[src/rtl/step_mod_counter_pkg.sv]
// Shared constants for the step/modulo counter.
//   STEP_*  : mode encodings, step = 1 << mode
//   DIR_*   : direction select values
//   step_of : mode -> step size (1/2/4/8)
package step_cnt_pkg;
  localparam logic [1:0] STEP_1 = 2'b00;
  localparam logic [1:0] STEP_2 = 2'b01;
  localparam logic [1:0] STEP_4 = 2'b10;
  localparam logic [1:0] STEP_8 = 2'b11;

  localparam logic DIR_UP = 1'b1;
  localparam logic DIR_DN = 1'b0;

  function automatic logic [3:0] step_of(input logic [1:0] mode);
    case (mode)
      STEP_1:  step_of = 4'd1;
      STEP_2:  step_of = 4'd2;
      STEP_4:  step_of = 4'd4;
      default: step_of = 4'd8;
    endcase
  endfunction
endpackage

[src/rtl/step_mod_counter_if.sv]
// Control/status bundle of the step/modulo counter.
//   master : drives en/mode/dir/load/load_val, observes q/z/wraps/err
//   slave  : the counter itself
interface step_mod_counter_if #(
  parameter int WIDTH  = 4,
  parameter int WRAP_W = 8
);
  logic              en;
  logic [1:0]        mode;
  logic              dir;
  logic              load;
  logic [WIDTH-1:0]  load_val;
  logic [WIDTH-1:0]  q;
  logic              z;
  logic [WRAP_W-1:0] wraps;
  logic              err;

  modport master (output en, mode, dir, load, load_val,
                  input  q, z, wraps, err);
  modport slave  (input  en, mode, dir, load, load_val,
                  output q, z, wraps, err);
endinterface

[src/rtl/step_mod_counter_adder.sv]
// mod_step_adder: combinational modulo step.
//   q_i    : current count (0..MOD-1)
//   step_i : step size (1/2/4/8)
//   dir_i  : DIR_UP / DIR_DN
//   next_o : next count, wrapped into 0..MOD-1
//   wrap_o : the step crossed the modulus boundary
module mod_step_adder
  import step_cnt_pkg::*;
#(
  parameter int WIDTH = 4,
  parameter int MOD   = 16
) (
  input  logic [WIDTH-1:0] q_i,
  input  logic [WIDTH:0]   step_i,
  input  logic             dir_i,
  output logic [WIDTH-1:0] next_o,
  output logic             wrap_o
);
  localparam logic [WIDTH:0] MODV = (WIDTH+1)'(MOD);

  // One extra bit keeps q+step and q+MOD-step from overflowing.
  logic [WIDTH:0] qx, res;
  logic           unused_msb;

  always_comb begin
    qx     = {1'b0, q_i};
    res    = '0;
    wrap_o = 1'b0;
    if (dir_i == DIR_UP) begin
      res = qx + step_i;
      if (res >= MODV) begin
        res    = res - MODV;
        wrap_o = 1'b1;
      end
    end else if (qx >= step_i) begin
      res = qx - step_i;
    end else begin
      res    = qx + MODV - step_i;
      wrap_o = 1'b1;
    end
  end

  // Wrapped result is always below MOD, so the top bit is always zero.
  assign next_o     = res[WIDTH-1:0];
  assign unused_msb = res[WIDTH];
endmodule

[src/rtl/step_mod_counter.sv]
// step_mod_counter: modulo counter with 1/2/4/8 stride, direction,
// synchronous load, Mealy wrap flag and a saturating wrap tally.
//   clk : rising-edge clock
//   rst : asynchronous active-high reset
//   bus : step_mod_counter_if.slave (en, mode, dir, load, load_val -> q, z, wraps, err)
module step_mod_counter
  import step_cnt_pkg::*;
#(
  parameter int WIDTH  = 4,
  parameter int MOD    = 16,
  parameter int WRAP_W = 8
) (
  input  logic               clk,
  input  logic               rst,
  step_mod_counter_if.slave  bus
);
  generate
    if ((MOD < 8) || (MOD > (1 << WIDTH))) begin : g_bad_mod
      $error("step_mod_counter: MOD must satisfy 8 <= MOD <= 2**WIDTH");
    end
  endgenerate

  localparam logic [WIDTH:0]   MODV = (WIDTH+1)'(MOD);
  localparam logic [WIDTH-1:0] QMAX = WIDTH'(MOD - 1);

  logic [WIDTH-1:0]  q_q, q_d, nxt;
  logic [WRAP_W-1:0] wraps_q, wraps_d;
  logic              err_q, err_d;
  logic [WIDTH:0]    step;
  logic              wrap, wrap_live;

  assign step = (WIDTH+1)'(step_of(bus.mode));

  mod_step_adder #(.WIDTH(WIDTH), .MOD(MOD)) u_add (
    .q_i   (q_q),
    .step_i(step),
    .dir_i (bus.dir),
    .next_o(nxt),
    .wrap_o(wrap)
  );

  // Held in reset, the wrap term is forced low so z reads 0 even for
  // configurations where q=0 would otherwise wrap (e.g. counting down).
  assign wrap_live = wrap & ~rst;

  always_comb begin
    q_d     = q_q;
    wraps_d = wraps_q;
    err_d   = 1'b0;
    if (bus.load) begin
      wraps_d = '0;
      if ({1'b0, bus.load_val} < MODV) begin
        q_d = bus.load_val;
      end else begin
        q_d   = QMAX;
        err_d = 1'b1;
      end
    end else if (bus.en) begin
      q_d = nxt;
      if (wrap && (wraps_q != '1))
        wraps_d = wraps_q + WRAP_W'(1);
    end
  end

  always_ff @(posedge clk or posedge rst) begin
    if (rst) begin
      q_q     <= '0;
      wraps_q <= '0;
      err_q   <= 1'b0;
    end else begin
      q_q     <= q_d;
      wraps_q <= wraps_d;
      err_q   <= err_d;
    end
  end

  assign bus.q     = q_q;
  assign bus.wraps = wraps_q;
  assign bus.err   = err_q;
  assign bus.z     = bus.en & ~bus.load & wrap_live;
endmodule

[src/flat_wrapper.sv]
// flat-port wrapper written by rule: the top's interface ports become plain ports
module step_mod_counter_flat import step_cnt_pkg::*;
#(
  parameter int WIDTH  = 4,
  parameter int MOD    = 16,
  parameter int WRAP_W = 8
)
  (clk, rst, bus_en, bus_mode, bus_dir, bus_load, bus_load_val, bus_q, bus_z, bus_wraps, bus_err);
  step_mod_counter_if #(.WIDTH(WIDTH), .WRAP_W(WRAP_W)) bus_i ();
  input  logic clk;
  input  logic rst;
  input wire logic [$bits(bus_i.en)-1:0] bus_en;
  input wire logic [$bits(bus_i.mode)-1:0] bus_mode;
  input wire logic [$bits(bus_i.dir)-1:0] bus_dir;
  input wire logic [$bits(bus_i.load)-1:0] bus_load;
  input wire logic [$bits(bus_i.load_val)-1:0] bus_load_val;
  output wire logic [$bits(bus_i.q)-1:0] bus_q;
  output wire logic [$bits(bus_i.z)-1:0] bus_z;
  output wire logic [$bits(bus_i.wraps)-1:0] bus_wraps;
  output wire logic [$bits(bus_i.err)-1:0] bus_err;
  assign bus_i.en = bus_en;
  assign bus_i.mode = bus_mode;
  assign bus_i.dir = bus_dir;
  assign bus_i.load = bus_load;
  assign bus_i.load_val = bus_load_val;
  assign bus_q = bus_i.q;
  assign bus_z = bus_i.z;
  assign bus_wraps = bus_i.wraps;
  assign bus_err = bus_i.err;
  step_mod_counter #(.WIDTH(WIDTH), .MOD(MOD), .WRAP_W(WRAP_W)) u_core (.clk(clk), .rst(rst), .bus(bus_i));
endmodule
[config.mk]
export PLATFORM = sky130hd
export DESIGN_NAME = step_mod_counter_flat
export DESIGN_NICKNAME = d
export VERILOG_FILES = /design/src/rtl/step_mod_counter_pkg.sv /design/src/rtl/step_mod_counter_if.sv /design/src/rtl/step_mod_counter_adder.sv /design/src/rtl/step_mod_counter.sv /design/src/flat_wrapper.sv
export SDC_FILE = /design/constraint.sdc
export NUM_CORES = 1
export LEC_CHECK = 0
export BUFFER_PORTS_ARGS = -buffer_cell sky130_fd_sc_hd__buf_2
export CAP_MARGIN = 20
export CORE_MARGIN = 4
export CORE_UTILIZATION = 30
export CTS_CLUSTER_DIAMETER = 40
export DETAILED_ROUTE_END_ITERATION = 7
export GPL_TIMING_DRIVEN = 0
export PLACE_DENSITY = 0.46
export SLEW_MARGIN = 20
export SYNTH_ARGS = -nofsm -noshare
export SYNTH_HDL_FRONTEND = slang
export SYNTH_HIERARCHICAL = 1
export SYNTH_SLANG_ARGS = --single-unit
[constraint.sdc]
create_clock -name clk -period 4.6 [get_ports clk]
set_clock_uncertainty 0.05 [all_clocks]
set_input_delay 0.92 -clock clk [delete_from_list [all_inputs] [get_ports clk]]
set_output_delay 0.92 -clock clk [all_outputs]
set_load 0.01 [all_outputs]
# == After elaboration in Yosys (flattened, before gate mapping) ==
# Index checks and enable logic that the tools add are counted.
# totals
register_bits,12
input_bits,11
output_inout_bits,14
elab_cells,35
# op_classes
n_addsub,6
magnitude_cmp,2
eq_ne,3
muxes,12
n_bitwise,5
reduce_logical,5
# op_table
operator,n
two-way mux 8 bit,3
two-way mux 4 bit,5
one-hot mux 4 bit (3 select lines),1
adder 8 x 1 -> 8 bit (second input constant),1
!= test 8 bit (second input constant),1
subtractor 4 bit,2
adder 4 x 4 -> 5 bit,1
greater-or-equal comparator 5 bit (second input constant),1
adder 4 x 1 -> 4 bit (second input constant),1
greater-or-equal comparator 4 bit,1
nonzero test 2 bit,2
subtractor 4 x 1 -> 4 bit (second input constant),1
bitwise AND 1 bit,3
two-way mux 1 bit,3
== test 2 x 1 -> 1 bit (second input constant),1
== test 2 bit (second input constant),1
logical NOT 2 bit,1
inverter 1 bit,2
AND reduction 2 bit,1
logical AND 1 bit,1

# == Logic depth before layout (Yosys ltp) ==
# Gate-level depths: netlist of the first run.
# depth
ltp_word,10
mapped_depth,11
ltp_nobuf,10

# == Cells and area by module ==
# Netlist of the first run, hierarchy kept.
# modules_own_cells
module,instances,cells_each,area_each_um2,seq_area_each_um2
step_mod_counter,1,75,742.0,300.3
mod_step_adder,1,38,319.1,0.0

# == Least setup slack after synthesis of the first run ==
# OpenSTA, ideal clock, no wires.
# synth_path
path_type,input port to output port
startpoint,in bus_mode[0]
endpoint,out bus_z
t_arrival_ps,2580
t_required_ps,3630
setup_slack_ps,1050
path_stages,8
path_buffers,0
path_cell_list,nor2b_1 > inv_1 > ha_1 > o21ai_0 > a21oi_1 > o41ai_1 > nand2_1 > nor3_1
# synth_via
elab_chain_cells,8
elab_cells_between_ends,12
classes_between,add/sub (1); order compare (2); eq/ne (2); mux (4); bitwise (2); reduce/logical (1)
# synth_lines
element,line_no,source
"start, declared",flat_wrapper.sv:13,input wire logic [$bits(bus_i.mode)-1:0] bus_mode;
== test 2 bit (tied with other cells),step_mod_counter_pkg.sv:15,case (mode)
one-hot mux 4 bit (3 select lines) *,step_mod_counter_pkg.sv:15,
adder 4 x 4 -> 5 bit,step_mod_counter_adder.sv:30,res = qx + step_i;
greater-or-equal comparator 5 bit,step_mod_counter_adder.sv:31,if (res >= MODV) begin
two-way mux 1 bit,step_mod_counter_adder.sv:31,
two-way mux 1 bit *,step_mod_counter_adder.sv:29,if (dir_i == DIR_UP) begin
named net u_core.wrap,step_mod_counter.sv:30,"logic wrap, wrap_live;"
bitwise AND 1 bit *,step_mod_counter.sv:44,assign wrap_live = wrap & ~rst;
bitwise AND 1 bit *,step_mod_counter.sv:80,assign bus.z = bus.en & ~bus.load & wrap_live;
"end, declared",flat_wrapper.sv:18,output wire logic [$bits(bus_i.z)-1:0] bus_z;
# The timed path passes the listed nets; every way through them passes the cells marked *.

# == Worst setup path in the final report of the first run ==
# layout_path
startpoint,in bus_mode[0]
endpoint,out bus_z
# layout_via
elab_chain_cells,8
elab_cells_between_ends,12
classes_between,add/sub (1); order compare (2); eq/ne (2); mux (4); bitwise (2); reduce/logical (1)
# layout_lines
element,line_no,source
== test 2 bit (tied with other cells),step_mod_counter_pkg.sv:15,
one-hot mux 4 bit (3 select lines) *,step_mod_counter_pkg.sv:15,
named net u_core.step[1],step_mod_counter.sv:29,logic [WIDTH:0] step;
adder 4 x 4 -> 5 bit,step_mod_counter_adder.sv:30,
greater-or-equal comparator 5 bit,step_mod_counter_adder.sv:31,
two-way mux 1 bit,step_mod_counter_adder.sv:31,
two-way mux 1 bit *,step_mod_counter_adder.sv:29,
named net u_core.wrap,step_mod_counter.sv:30,
bitwise AND 1 bit *,step_mod_counter.sv:44,
bitwise AND 1 bit *,step_mod_counter.sv:80,
# Marked as above.

==> results of run 1 <==
==> metal layers <==
layer	wire length (µm)	share of wire	global-route usage
met1	1260	0.52	0.186
met2	1050	0.43	0.154
met3	111	0.046	0.0366
met4	10	0.0041	0.0152
met5	0	0	0
==> worst min path at each step <==
| stage | from | endpoint | slack (ps) | cells after the start |
|---|---|---|---|---|
| floorplan | u_core/bus.wraps[4] | u_core/bus.wraps[4] | 540 | 1 |
| global placement | u_core/bus.wraps[2] | u_core/bus.wraps[2] | 540 | 2 |
| detailed placement | u_core/bus.wraps[2] | u_core/bus.wraps[2] | 550 | 2 |
| CTS | u_core/bus.wraps[2] | u_core/bus.wraps[2] | 560 | 2 |
| global route | u_core/bus.wraps[2] | u_core/bus.wraps[2] | 580 | 2 |
| finish | u_core/bus.wraps[4] | u_core/bus.wraps[4] | 550 | 1 |
==> cell type report <==
class,count,area [µm²]
Buffer,6,50.0
Clock buffer,3,22.5
Fill cell,383,2100
Inverter,9,33.8
Multi-Input combinational cell,88,684
Sequential cell,12,300
Tap cell,46,57.6
Timing Repair Buffer,22,110
==> where the power goes <==
group          leakage, nW  switching [W]  internal (W)
logic                0.442      0.0000506     0.0000435
clock network       0.0138      0.0000343     0.0000303
registers            0.159     0.00000928      0.000112
total                0.615      0.0000942      0.000186
==> layout by cell type, fill, tap and decap left out, types with 3 or more instances in the layout <==
cell,n
nor2_1,4
inv_1,9
o21ai_0,8
a31oi_1,3
nand2_1,7
clkbuf_4,3
nor2b_1,7
dfrtp_1,12
nor3_1,4
mux2i_1,6
nand2b_1,3
ha_1,9
buf_2,23
buf_6,3
conb_1,3
==> sequential cells by signal (all words and copies together), names as in the netlist <==
signal	count
u_core/bus.wraps	8
u_core/bus.q	4
==> cells by family (layout without fill, tap and decap cells) <==
kind of cell / count (synthesis) / after routing
simple gates: 37 / 37
compound gates: 26 / 26
buf+inv: 15 / 40
flops: 12 / 12
fa+ha+maj: 11 / 11
mux: 8 / 8
xor+xnor: 3 / 3
other cells: 1 / 3
==> per-stage QoR <==
stage | area, µm² | hold slack [ps] | setup WS [ps]
3_5_place_dp | 1240 | 545 | 513
2_1_floorplan | 1070 | 538 | 1050
6_report | 1260 | 551 | 490
4_1_cts | 1260 | 561 | 475
5_1_grt | 1260 | 583 | 224
3_3_place_gp | 1240 | 541 | 606
==> impl_metrics.yaml, run 1 <==
place:
  port-buffer-count: 22
  dp_hpwl_um: 1910
  gp_congestion: 0.820
  dp.cells: 183
floorplan:
  core_um2: 3360
  pin_count: 25
  die_area_um2: 4550
  start_util: 0.315
  die_w_um: 67.5
  rows: 21
  die_h_um: 67.5
routing:
  ant_nets: 0
  vias: 913
  drt-initial-drc-count: 55
  routedWlPerCell_um: 13.1
  drc: 0
  vias_per_cell: 4.91
  drt_pre_antenna_iters: 4
  wirelength_um: 2440
critical_path:
  cp-start-kind: "primary input"
  crit_start: "bus_mode[0]"
  critPathKind: "in -> out"
  end_kind: "primary output"
  cpLargestDelayFamily: "compound AO/OA/AOI/OAI gates"
  worst-path-buf-inv: 3
  crit_fanout: 4
  cp.depth: 10
  crit_required_ps: 3630
  path_common_cell: "buf_2"
  cp.arrival_ps: 3140
  critPathMaxStageDelay_ps: 590
  r2r-end: "u_core/bus.wraps[5]"
  crit_end: "bus_z"
  r2r-start: "u_core/bus.q[0]"
  rr_worst_depth: 8
  path_cells: "buf_2, nor2b_1, inv_1, ha_1, o21ai_0, a21oi_1, o41ai_1, nand2_1, nor3_1, buf_2"
  r2r_setup_slack_ps: 1910
  cpMaxStageDelayCell: "o41ai_1"
finish:
  utilization: 0.374
  antenna_cells: 0
  final_nets: 164
  layout-area-overhead-vs-synth_pct: 18.6
  drive_gt1_frac: 0.286
  fin_cells: 186
synthesis:
  ys_top_cells_by_area: "dfrtp_1, ha_1, mux2i_1, nor2b_1, fa_1"
  synth-xor-area-share: 0.0248
  synth_compound_area_frac: 0.183
  ys_types: 43
  synth_top_family_by_area: "simple AND/OR/NAND/NOR gates"
  postSynthAreaPerCell_um2: 9.39
  synth_edf_count: 0
  synth_top_area_cell: "dfrtp_1"
  ys_ff_latch: 12
  synth-async-reset-ratio: 1.00
  synthMuxAreaShare: 0.0778
  yosysMostFrequentCell: "dfrtp_1"
  synth_simple_gate_area_share: 0.205
  synth-seq-area-share: 0.283
  syn_inst: 113
  netlist_area_um2: 1060
  synth.top_cell.area_share: 0.283
  synth_commonest_cells: "dfrtp_1, ha_1, inv_1"
  synth_fa_ha_area_frac: 0.144
  yosys_warnings: 6
  ys.flop_type: "dfrtp_1"
clocking:
  htree_levels: 1
  cts_max_path_buffers: 2
  post_cts_buffers: 0
  cts_tree: "built"
  holdBufCountCts: 0
  clkTransAtPathRegs_ps: 70
  clockRootBuffer: "clkbuf_4"
  cts_buffers: 3
  numClockSinks: 12
  cts_resized: 0
  clock_latency_ps: 270
timing:
  worst_pin_slew_ps: 708
  rsz0062_at_grt: "no"
  finalSetupViolations: 0
  period_share: 0.893
  period_needed_ps: 4110
  hold_violations: 0
  tns_ps: 0
  fmax_mhz: 243
  maxSlewViolCount: 0
  slew_headroom: 0.522
global_route:
  grt_pass1_wl_um: 4030
  grt_antenna_before_repair: 0
  grt_pass1_vias: 785
  grt_max_degree: 13
  gr-total-overflow: 0
  grt_usage: 0.117
power:
  p_leak_nw: 0.615
  ir_worst_vdd_uv: 165
  total_power_w: 0.000280
  power_density_nw_per_um2: 223
run:
  max-cap-violations: 0
min_path:
  min_path_type: "reg -> reg"
status:
  outcome: "finished clean"
Note: power is estimated with default switching activity, not from simulation.
==> inputs of run 2 (changes only) <==
--- a/config.mk
+++ b/config.mk
@@ -5,6 +5,7 @@
 export SDC_FILE = /design/constraint.sdc
 export NUM_CORES = 1
 export LEC_CHECK = 0
+export ABC_AREA = 0
 export BUFFER_PORTS_ARGS = -buffer_cell sky130_fd_sc_hd__buf_2
 export CAP_MARGIN = 20
 export CORE_MARGIN = 4
@@ -13,6 +14,7 @@
 export DETAILED_ROUTE_END_ITERATION = 7
 export GPL_TIMING_DRIVEN = 0
 export PLACE_DENSITY = 0.46
+export REMOVE_ABC_BUFFERS = 1
 export SLEW_MARGIN = 20
 export SYNTH_ARGS = -nofsm -noshare
 export SYNTH_HDL_FRONTEND = slang
==> run 2 against run 1 <==
Effect of this change:
- clock-buffer cell count grew 1
- setup slack improved by 11 ps
- first-iteration DRC count is 40% lower
- maximum frequency grew 0.26%
- via count down 1.2%
- critical endpoint unchanged
- largest power group unchanged
- highest routed layer unchanged
==> impl_metrics.yaml, run 2 (synthesis gave the netlist of run 1 again) <==
status:
  outcome: "finished clean"
routing:
  vias: 902
  routedWlPerCell_um: 13.0
  drc: 0
  wirelength_um: 2370
  drt_pre_antenna_iters: 4
  vias_per_cell: 4.96
  ant_nets: 0
  drt-initial-drc-count: 33
clocking:
  holdBufCountCts: 0
  clock_latency_ps: 280
  clkTransAtPathRegs_ps: 90
  htree_levels: 1
  cts_resized: 0
  cts_max_path_buffers: 2
  post_cts_buffers: 0
  numClockSinks: 12
  cts_tree: "built"
  clockRootBuffer: "clkbuf_4"
  cts_buffers: 3
timing:
  hold_violations: 0
  slew_headroom: 0.476
  tns_ps: 0
  worst_pin_slew_ps: 776
  finalSetupViolations: 0
  timing.final.ws_setup_ps: 501
  hold_ws_ps: 539
  fmax_mhz: 244
  period_share: 0.891
  maxSlewViolCount: 0
  rsz0062_at_grt: "no"
  period_needed_ps: 4100
global_route:
  grt_max_degree: 21
  gr-total-overflow: 0
  grt_usage: 0.117
  grt_pass1_vias: 910
  grt_antenna_before_repair: 0
  grt_pass1_wl_um: 4040
finish:
  layout-area-overhead-vs-synth_pct: 15.7
  fillCellCount: 381
  final_nets: 159
  final_cell_mix: "buf_2, dfrtp_1, inv_1, ha_1, o21ai_0"
  mostFrequentLayoutCell: "buf_2"
  antenna_cells: 0
  drive_gt1_frac: 0.272
  utilization: 0.365
  fin_cells: 182
  largest_reg_flops: 8
critical_path:
  crit_start: "bus_mode[0]"
  crit_required_ps: 3630
  end_kind: "primary output"
  cp-start-kind: "primary input"
  r2r-start: "u_core/bus.q[0]"
  critPathKind: "in -> out"
  cp.arrival_ps: 3130
  crit_fanout: 4
  rr_worst_depth: 8
power:
  p_leak_nw: 0.597
  power_density_nw_per_um2: 245
  ir_worst_vdd_uv: 127
place:
  dp_slack_ps: 547
  dp_hpwl_um: 1860
  dp.cells: 178
  gp_congestion: 0.812
  port-buffer-count: 23
floorplan:
  pin_count: 25
  die_h_um: 67.5
  rows: 21
  die_area_um2: 4550
  start_util: 0.315
  die_w_um: 67.5
  core_um2: 3360
min_path:
  hold_depth: 1
  hp-start: "u_core/bus.wraps[4]"
  min_path_type: "reg -> reg"
run:
  max-cap-violations: 0
run 2: cell count changes in the layout (fill, tap and decap cells not counted):
cell,change
clkbuf_1,-1
buf_6,-3
buf_4,-1
clkbuf_8,+1
run 2: power breakdown:
part	switching (W)	internal (W)	leakage [nW]
logic	0.0000501	0.0000416	0.417
registers	0.00000931	0.000112	0.159
clock network	0.0000392	0.0000481	0.0210
run 2: path summary, 6_finish.rpt:
check	to	slack (ps)
setup / recovery	bus_z	500
hold / removal	u_core/bus.wraps[4]	540
setup reg to reg	u_core/bus.wraps[5]	1830
hold reg to reg	u_core/bus.wraps[4]	540
max in group asynchronous	u_core/bus.q[2]	3540
min in group asynchronous	u_core/bus.wraps[6]	620
run 2: final cells by class:
class | instances | area [µm²] | area share
sequential | 12 | 300 | 0.245
multi-input combinational | 88 | 684 | 0.558
inverter | 9 | 33.8 | 0.0275
timing repair buffer | 23 | 115 | 0.0938
tap | 46 | 57.6 | 0.0469
clock buffer | 4 | 36.3 | 0.0296
run 2: metrics by stage:
step	total power, W	instance area, µm²
floorplan	0.000185	1020
global placement	0.000214	1190
detailed placement	0.000216	1190
CTS	0.000306	1230
global route	0.000324	1230
finish	0.000301	1230
run 2: critical path, cell delays in order:
cell	delay [ps]
buf_2	100
nor2b_1	350
inv_1	90
ha_1	300
o21ai_0	100
a21oi_1	120
o41ai_1	650
nand2_1	190
nor3_1	160
buf_2	150
run 2: per-layer routing:
layer / GRT usage / wire [µm] / up-vias
met3: 0.0150 / 65 / 2
met2: 0.203 / 1160 / 22
met1: 0.144 / 1130 / 435
li1: - / - / 443
met5: 0 / 0 / -
met4: 0.0456 / 12 / 0
==> inputs of run 3 (changes only) <==
--- a/config.mk
+++ b/config.mk
@@ -6,7 +6,7 @@
 export NUM_CORES = 1
 export LEC_CHECK = 0
 export ABC_AREA = 0
-export BUFFER_PORTS_ARGS = -buffer_cell sky130_fd_sc_hd__buf_2
+export BUFFER_PORTS_ARGS = -buffer_cell sky130_fd_sc_hd__buf_4
 export CAP_MARGIN = 20
 export CORE_MARGIN = 4
 export CORE_UTILIZATION = 30
==> run 3 against run 2 <==
Effect of this change:
- setup slack better by 43 ps
- hold slack improved by 16 ps
- via count decreased by 2.5%
- critical path type unchanged
- largest power group unchanged
==> impl_metrics.yaml, run 3 (synthesis gave the netlist of run 1 again) <==
status:
  outcome: "finished clean"
floorplan:
  pin_count: 25
  die_area_um2: 4550
  die_w_um: 67.5
  rows: 21
  die_h_um: 67.5
  start_util: 0.315
  core_um2: 3360
timing:
  worst_pin_slew_ps: 726
  hold_violations: 0
  timing.final.ws_setup_ps: 544
  tns_ps: 0
  fmax_mhz: 247
  rsz0062_at_grt: "no"
  slew_headroom: 0.509
  finalSetupViolations: 0
  maxSlewViolCount: 0
  hold_ws_ps: 555
  period_share: 0.882
  period_needed_ps: 4060
clocking:
  cts_tree: "built"
  holdBufCountCts: 0
  cts_resized: 0
  cts_buffers: 3
  clockRootBuffer: "clkbuf_4"
  clock_latency_ps: 270
  htree_levels: 1
  clkTransAtPathRegs_ps: 70
  numClockSinks: 12
  cts_max_path_buffers: 2
  post_cts_buffers: 0
global_route:
  grt_antenna_before_repair: 0
  grt_pass1_wl_um: 3900
  grt_usage: 0.110
  grt_pass1_vias: 896
  grt_max_degree: 21
  gr-total-overflow: 0
power:
  pwr-share-clk: 0.234
  power_frac_comb: 0.338
  power_density_nw_per_um2: 224
  swShare: 0.331
  pwr-share-seq: 0.428
  p_leak_nw: 0.601
  p_switching_w: 0.0000942
  internal_power_w: 0.000190
  ir_worst_vdd_uv: 91.1
critical_path:
  r2r-start: "u_core/bus.q[0]"
  rr_worst_depth: 8
  crit_required_ps: 3630
  critPathKind: "in -> out"
  r2r-end: "u_core/bus.wraps[5]"
  end_kind: "primary output"
  r2r_setup_slack_ps: 1930
  cp.arrival_ps: 3090
  crit_fanout: 4
  cp-start-kind: "primary input"
min_path:
  whs_endpoint: "u_core/bus.wraps[4]"
  hp-start: "u_core/bus.wraps[4]"
  min_path_type: "reg -> reg"
  hold_depth: 1
finish:
  antenna_cells: 0
  multiInputGateArea_um2: 684
  layout-area-overhead-vs-synth_pct: 19.8
  final_nets: 159
  largest_reg_flops: 8
  fillCellCount: 364
  mostFrequentLayoutCell: "buf_4"
  drive_gt1_frac: 0.267
  register_area_um2: 300
  final_cell_mix: "buf_4, dfrtp_1, inv_1, ha_1, o21ai_0"
routing:
  drt-initial-drc-count: 21
  drt_pre_antenna_iters: 4
  ant_nets: 0
  drc: 0
  vias_per_cell: 4.86
  routedWlPerCell_um: 12.7
  vias: 879
  wirelength_um: 2300
place:
  gp_congestion: 0.779
  dp_slack_ps: 547
  dp_hpwl_um: 1780
  port-buffer-count: 23
run:
  max-cap-violations: 0
[run 3: worst max-delay path by stage]
stage,slack (ps),end,cells after the start,from
global placement,560,bus_z,10,bus_mode[1]
global route,190,bus_z,10,bus_mode[1]
finish,540,bus_z,10,bus_mode[1]
floorplan,1050,bus_z,8,bus_mode[0]
CTS,530,bus_z,10,bus_mode[1]
detailed placement,550,bus_z,10,bus_mode[1]
[run 3: cell type report]
cell class | count | share of cell area
Sequential cell | 12 | 0.236
Tap cell | 46 | 0.0453
Multi-Input combinational cell | 88 | 0.538
Timing Repair Buffer | 23 | 0.136
Clock buffer | 3 | 0.0177
Inverter | 9 | 0.0266
[run 3: power by group through the flow]
stage                     sequential [W]  clock (W)  combinational [W]
final                           0.000122  0.0000664          0.0000961
after global routing            0.000123  0.0000737           0.000111
after CTS                       0.000122  0.0000679          0.0000984
after detailed placement        0.000124          0          0.0000980
after global placement          0.000124          0          0.0000970
after floorplan                 0.000125          0          0.0000599
[run 3: metal layers]
metal,wire (µm),GRT usage,vias to the layer above
li1,-,-,441
met1,1100,0.141,418
met2,1090,0.188,18
met3,98,0.0183,2
met4,14,0.0304,0
met5,0,0,-
[run 3: metrics by stage]
step	utilization	instances	power, W	cell area, µm²
after CTS	0.378	181	0.000288	1270
after global placement	0.371	178	0.000221	1250
final	0.378	181	0.000284	1270
after global routing	0.378	181	0.000308	1270
after floorplan	-	109	0.000185	1020
after detailed placement	0.371	178	0.000222	1250
[run 3: critical path, stage by stage]
cell     delay (ps)
buf_4           120
nor2b_1         340
inv_1            90
ha_1            300
o21ai_0         100
a21oi_1         100
o41ai_1         610
nand2_1         190
nor3_1          170
buf_4           150
